<file path="config.mk">
export PLATFORM = sky130hd
export DESIGN_NAME = lfsr_stream
export DESIGN_NICKNAME = d
export VERILOG_FILES = /design/src/rtl/lfsr_stream.sv
export SDC_FILE = /design/constraint.sdc
export NUM_CORES = 1
export LEC_CHECK = 0
export CORE_ASPECT_RATIO = 0.9
export CORE_MARGIN = 2
export CORE_UTILIZATION = 30
export CTS_CLUSTER_SIZE = 12
export DETAILED_ROUTE_END_ITERATION = 10
export SLEW_MARGIN = 10
export SYNTH_ARGS = -nofsm -noshare
export SYNTH_HDL_FRONTEND = slang
export SYNTH_SLANG_ARGS = --single-unit
</file>
<file path="constraint.sdc">
create_clock -name clk -period 10.5 [get_ports clk]
set_input_delay 3.15 -clock clk [delete_from_list [all_inputs] [get_ports clk]]
set_output_delay 3.15 -clock clk [all_outputs]
set_load 0.005 [all_outputs]
</file>
<file path="src/rtl/lfsr_stream.sv">
// Fibonacci LFSR word source with a one-deep valid/ready output stage and an accepted-word counter.
// Optional zero-seed substitution is enabled by defining LFSR_STREAM_ZERO_GUARD_EN.
`timescale 1ns/1ps

module lfsr_stream #(
  parameter int unsigned      WIDTH        = 128,
  parameter logic [WIDTH-1:0] TAPS         = WIDTH'((256'd1 << 127) | (256'd1 << 125) |
                                                    (256'd1 << 100) | (256'd1 << 98)),
  parameter int unsigned      STEP         = 1,
  parameter logic [WIDTH-1:0] DEFAULT_SEED = WIDTH'(1),
  parameter int unsigned      CNT_W        = 32
) (
  input  logic             clk,
  input  logic             reset,
  input  logic             enable,
  input  logic             load_seed,
  input  logic [WIDTH-1:0] seed,
  output logic [WIDTH-1:0] out_data,
  output logic             out_valid,
  input  logic             out_ready,
  output logic [CNT_W-1:0] word_cnt,
  output logic             seeded,
  output logic             zero_seed_err
);

  typedef enum logic {
    IDLE,
    RUN
  } fsm_t;

  fsm_t             fsm;
  logic [WIDTH-1:0] lfsr;
  logic [WIDTH-1:0] adv;
  logic [WIDTH-1:0] seed_eff;
  logic             slot_free;
  logic             accept;

  if (WIDTH < 8 || WIDTH > 256) begin : g_bad_width
    $error("lfsr_stream: WIDTH must be in 8..256");
  end
  if (STEP < 1 || STEP > WIDTH) begin : g_bad_step
    $error("lfsr_stream: STEP must be in 1..WIDTH");
  end
  if (DEFAULT_SEED == '0) begin : g_bad_default
    $error("lfsr_stream: DEFAULT_SEED must be nonzero");
  end

  // STEP single shifts unrolled into one combinational cone.
  always_comb begin
    adv = lfsr;
    for (int unsigned i = 0; i < STEP; i++) begin
      adv = {adv[WIDTH-2:0], ^(adv & TAPS)};
    end
  end

`ifdef LFSR_STREAM_ZERO_GUARD_EN
  logic zero_hit;

  always_comb begin
    zero_hit = (seed == '0);
    seed_eff = zero_hit ? DEFAULT_SEED : seed;
  end

  always_ff @(posedge clk or posedge reset) begin
    if (reset) begin
      zero_seed_err <= 1'b0;
    end else begin
      zero_seed_err <= load_seed && zero_hit;
    end
  end
`else
  always_comb begin
    seed_eff = seed;
  end

  assign zero_seed_err = 1'b0;
`endif

  assign slot_free = !out_valid || out_ready;
  assign accept    = out_valid && out_ready;
  assign seeded    = (fsm == RUN);

  always_ff @(posedge clk or posedge reset) begin
    if (reset) begin
      fsm       <= IDLE;
      lfsr      <= '0;
      out_data  <= '0;
      out_valid <= 1'b0;
      word_cnt  <= '0;
    end else if (load_seed) begin
      // Seed load overrides any advance or transfer in the same cycle.
      fsm       <= RUN;
      lfsr      <= seed_eff;
      out_valid <= 1'b0;
      word_cnt  <= '0;
    end else if (fsm == RUN) begin
      if (accept) begin
        word_cnt <= word_cnt + CNT_W'(1);
      end
      if (slot_free && enable) begin
        lfsr      <= adv;
        out_data  <= adv;
        out_valid <= 1'b1;
      end else if (out_ready) begin
        out_valid <= 1'b0;
      end
    end
  end

endmodule

</file>
Word-level counts from Yosys, hierarchy flattened
Cells that the tools add are included.
Storage, ports and cells
  bits in writable memories: 0
  logic and storage cells: 30
  memories: 0
  ROM bits: 0
  output and inout bits: 163
  bits in latches: 0
  register bits after elaboration: 290
Operators by class
  multiply operators: 0
  $lt $le $gt $ge: 0
  divide/modulo/power cells: 0
  equality and inequality tests: 0
  shift-type cells: 0
  bitwise logic cells: 1
  reductions and logical operators: 13
  $add $sub $neg: 1
  mux-type cells: 10
Operators by type and width (number)
  $mux 128: 3
  $reduce_xor 128->1: 1
  $mux 32: 3
  $add 32x1->32 const B: 1
  $reduce_and 2->1: 3
  $reduce_bool 2->1: 3
  $mux 1: 4
  $reduce_and 3->1: 1
  $reduce_bool 3->1: 1
  $logic_and 1x1->1: 2
  $logic_not 1->1: 1
  $logic_or 1x1->1: 1
  $not 1->1: 1

Depth between registers and ports, before layout
  depth after elaboration: 6
  mapped depth: 8
  gate-level depth less buffers: 6

Least setup slack after synthesis
Ideal clock, no wire load.
  kind: in2reg
  from: input port enable
  to: register out_data[10]
  buffers on the path: 2
  arrival time: 4326 ps
  slack: 6049 ps
  stages on the path: 6
  cells stage by stage: nand2_1 -> a21oi_1 -> nand2b_1 -> clkbuf_1 -> clkbuf_1 -> mux2_2
Between the ends
  cells in the longest elaborated chain, start to end: 2
RTL lines
  from (decl): RTL line 15  | input logic enable,
  $logic_and 1x1->1: RTL line 100  | if (slot_free && enable) begin
  $reduce_and 3->1 (no line)
  to (signal assigned): RTL line 102  | out_data <= adv;
  to (decl): RTL line 18  | output logic [WIDTH-1:0] out_data,
Every way passes these cells.
A chain may end at the register's enable or synchronous reset.

Worst setup path after layout
  from: input port out_ready
  to: register out_data[33]
Between the ends
  cells in the longest elaborated chain, start to end: 3
RTL lines
  from (decl): RTL line 20  | input logic out_ready,
  $logic_or 1x1->1: RTL line 79  | assign slot_free = !out_valid || out_ready;
  $logic_and 1x1->1: RTL line 100
  $reduce_and 3->1 (no line)
Every way passes these cells.

==> flow_metrics.env <==
export IMPL_synth_main_ff_cell="dfrtp_1"
export IMPL_vias=8744
export IMPL_syn_mean_instance_area_sq_um=11.6
export IMPL_synth_area_sq_mm=0.0118
export IMPL_status="complete, no violations"
export IMPL_cts_hold_buf=0
export IMPL_grt_pass1_vias=8951
export IMPL_hp_start="out_data[0]"
export IMPL_grt_total_usage_pct=15.1
export IMPL_whs_endpoint="out_data[0]"
export IMPL_cp_start_kind="primary input"
export IMPL_p_sw_uw=792
export IMPL_tightest_slew_ns=1.06
export IMPL_synth_adder_area_share_pct=0.106
export IMPL_p_total_mw=3.21
export IMPL_h_tree_depth=2
export IMPL_r2r_start="seeded"
export IMPL_core_area_sq_mm=0.0392
export IMPL_cp_slowest_stage_delay_ns=0.89
export IMPL_path_buf_inv=3
export IMPL_rrSetupSlack_ns=7.53
export IMPL_path_cells="clkdlybuf4s50_1 > inv_1 > a21oi_1 > nand2b_4 > buf_4 > mux2_2"
export IMPL_synth_area_top_cells="dfrtp_1, mux2_2, o22ai_1"
export IMPL_synth_distinct_cells=40
export IMPL_synth_area_mux_share_pct=12.3
export IMPL_fmax_ghz=0.177
export IMPL_yosysTopAreaCellShare_pct=61.3
export IMPL_viasPerCell=4.73
export IMPL_antenna_found_initial=1
export IMPL_post_synth_top_area_cell="dfrtp_1"
export IMPL_async_flop_share_pct=100
export IMPL_grt_max_degree=124
export IMPL_antenna_left=0
export IMPL_intPower_mw=2.42
export IMPL_io_buffers=294
export IMPL_std_cell_rows=69
export IMPL_drc=0
export IMPL_ys_ff_latch=290
export IMPL_clock_power_share_pct=37.8
export IMPL_sw_frac_of_total_pct=24.7
export IMPL_initial_core_util_pct=30.2
export IMPL_slew_limit_headroom_pct=29.2
export IMPL_worstSetupPathType="in -> reg"
export IMPL_p_comb_share_pct=18.3
export IMPL_wl_per_cell_um=16.9
export IMPL_synth_common_cells="dfrtp_1, a21oi_1, inv_1"
export IMPL_grt_setup_unrepaired="no"
export IMPL_dr_pass1_iters=5
export IMPL_clock_latency_ns=0.51
export IMPL_drive_gt1_share_pct=14.9
export IMPL_fp_dieH_um=192
export IMPL_holdPathStages=1
export IMPL_syn_inst=1019
export IMPL_ioPinCount=296
export IMPL_ys_seq_area_share_pct=61.3
export IMPL_synth_warnings=0
export IMPL_regToRegEndpoint="out_data[33]"
export IMPL_clock_skew_final_ns=0.00763
export IMPL_worst_ep_required_time_ns=10.89
export IMPL_worstPathArrival_ns=6.06
export IMPL_finish_net_count=1426
export IMPL_final_hold_viol_count=0
export IMPL_path_delay_family="buffers and inverters"
export IMPL_crit_path_end_kind="flip-flop"
export IMPL_synth_compound_area_share_pct=13.1
export IMPL_clk_pin_slew_worst_paths_ns=0.06
export IMPL_cts_root_buf="clkbuf_16"
export IMPL_drv_cap=0
export IMPL_clockBufferDepth=3
export IMPL_grt_first_pass_wirelength_um=49500
export IMPL_finalCriticalPeriod_ns=5.66
export IMPL_power_frac_seq_pct=43.8
export IMPL_tns_ns=0
export IMPL_finalCritPeriodShare_pct=53.9
export IMPL_critPathMaxFanout=92
export IMPL_area_growth_pct=38.7
export IMPL_setup_viol=0
export IMPL_synth_simple_area_share_pct=5.02
export IMPL_holdCritPathClass="reg -> reg"
export IMPL_dp_hpwl_um=20500
export IMPL_fp_dieW_um=213
export IMPL_reg2regPathDepth=5
export IMPL_cts_setup_buffers=0
export IMPL_die_area_sq_mm=0.0411
export IMPL_powerDensity_mw_per_mm2=196
export IMPL_cts_repair_resized=0
export IMPL_synth_most_common_cell="dfrtp_1"
export IMPL_cts_buffers=34
export IMPL_n_fill_cell=3772
export IMPL_drtIter0Drc=542
export IMPL_cp_slowest_cell="buf_4"
export IMPL_power_leakage_nw=6.93
export IMPL_synth_top_family_by_area="compound AO/OA/AOI/OAI gates"
export IMPL_synth_xor_area_share_pct=1.78
export IMPL_syn_nets=1153
export IMPL_clock_sinks=290
export IMPL_drt_wl_total_um=31200
export IMPL_synth_edff_count=0
export IMPL_drv_slew=0
export IMPL_place_gp_congestion=0.758
export IMPL_irDropWorstVdd_mv=0.0989
export IMPL_grt_overflow=0
export IMPL_cts_tree="done"
## flip-flops by register name (all words and copies together), names as in the netlist
register / flops
seeded: 1
out_valid: 1
out_data: 128
word_cnt: 32
lfsr: 128
## power groups by stage
stage / Sequential, mW / Combinational [mW] / Clock, mW
after global placement: 1.42 / 0.588 / 0
after CTS: 1.41 / 0.600 / 1.25
after detailed placement: 1.43 / 0.596 / 0
after floorplan: 1.41 / 0.228 / 0
after global routing: 1.43 / 0.641 / 1.30
final: 1.41 / 0.589 / 1.22
## worst max-delay path by stage
stage	start	endpoint	slack (ns)	cells after the start
6_report	out_ready	out_data[33]	4.84	6
2_1_floorplan	reset	lfsr[0]	3.50	1
4_1_cts	out_ready	lfsr[59]	4.88	7
3_5_place_dp	load_seed	out_data[33]	4.34	4
3_3_place_gp	load_seed	out_data[33]	4.34	4
5_1_grt	out_ready	lfsr[59]	4.68	7
## kinds of logic (layout without fill, tap and decap cells)
logic type	Yosys count	count (layout)
fa+ha+maj	1	1
simple gates	103	103
other cells	1	2
compound gates	277	277
xor+xnor	24	24
mux	130	130
buf+inv	193	489
flops	290	290
## per-layer routing
| metal | routed length, um | GRT usage, % | up-vias | part of all wire (%) |
|---|---|---|---|---|
| met5 | 0 | 0 | - | 0 |
| met4 | 816 | 4.81 | 0 | 2.6 |
| met3 | 2220 | 4.38 | 58 | 7.1 |
| met2 | 13800 | 22.1 | 226 | 44 |
| met1 | 14400 | 21.4 | 4337 | 46 |
| li1 | - | - | 4123 | - |
## per-stage QoR
step           utilization [%]  instances  setup WS, ns  area (sq um)  hold WS (ns)
5_1_grt                   41.9       1848          4.68         16400         0.522
2_1_floorplan                -       1019          3.50         11800         0.468
3_3_place_gp              38.9       1788          4.34         15300         0.465
6_report                  41.9       1848          4.84         16400         0.488
3_5_place_dp              38.9       1788          4.34         15300         0.483
4_1_cts                   41.9       1847          4.88         16400         0.496
## area by class of cell
| class | count | area, sq um | share of cell area (%) |
|---|---|---|---|
| antenna | 1 | 2.50 | 0.0152 |
| clock buffer | 51 | 1030 | 6.26 |
| clock inverter | 8 | 121 | 0.739 |
| inverter | 129 | 488 | 2.97 |
| multi-input combinational | 536 | 3850 | 23.4 |
| sequential | 290 | 7260 | 44.2 |
| tap | 532 | 666 | 4.05 |
| timing repair buffer | 301 | 3010 | 18.3 |
## cell usage in the layout (no fill, tap or decap), types with 3 or more instances in the layout
master	n
clkbuf_8	5
a21oi_1	136
and2_1	4
nand3_1	6
nand4_1	12
inv_1	128
clkbuf_1	9
nor2_1	30
mux2_2	127
and3_1	6
clkbuf_16	37
o22ai_1	125
clkinv_2	3
mux2i_1	3
bufinv_16	3
nand2_1	18
xor2_1	15
o21ai_0	12
or3_1	9
dfrtp_1	290
clkdlybuf4s50_1	293
xnor2_1	9
buf_4	6
(Power assumes the default switching activity.)
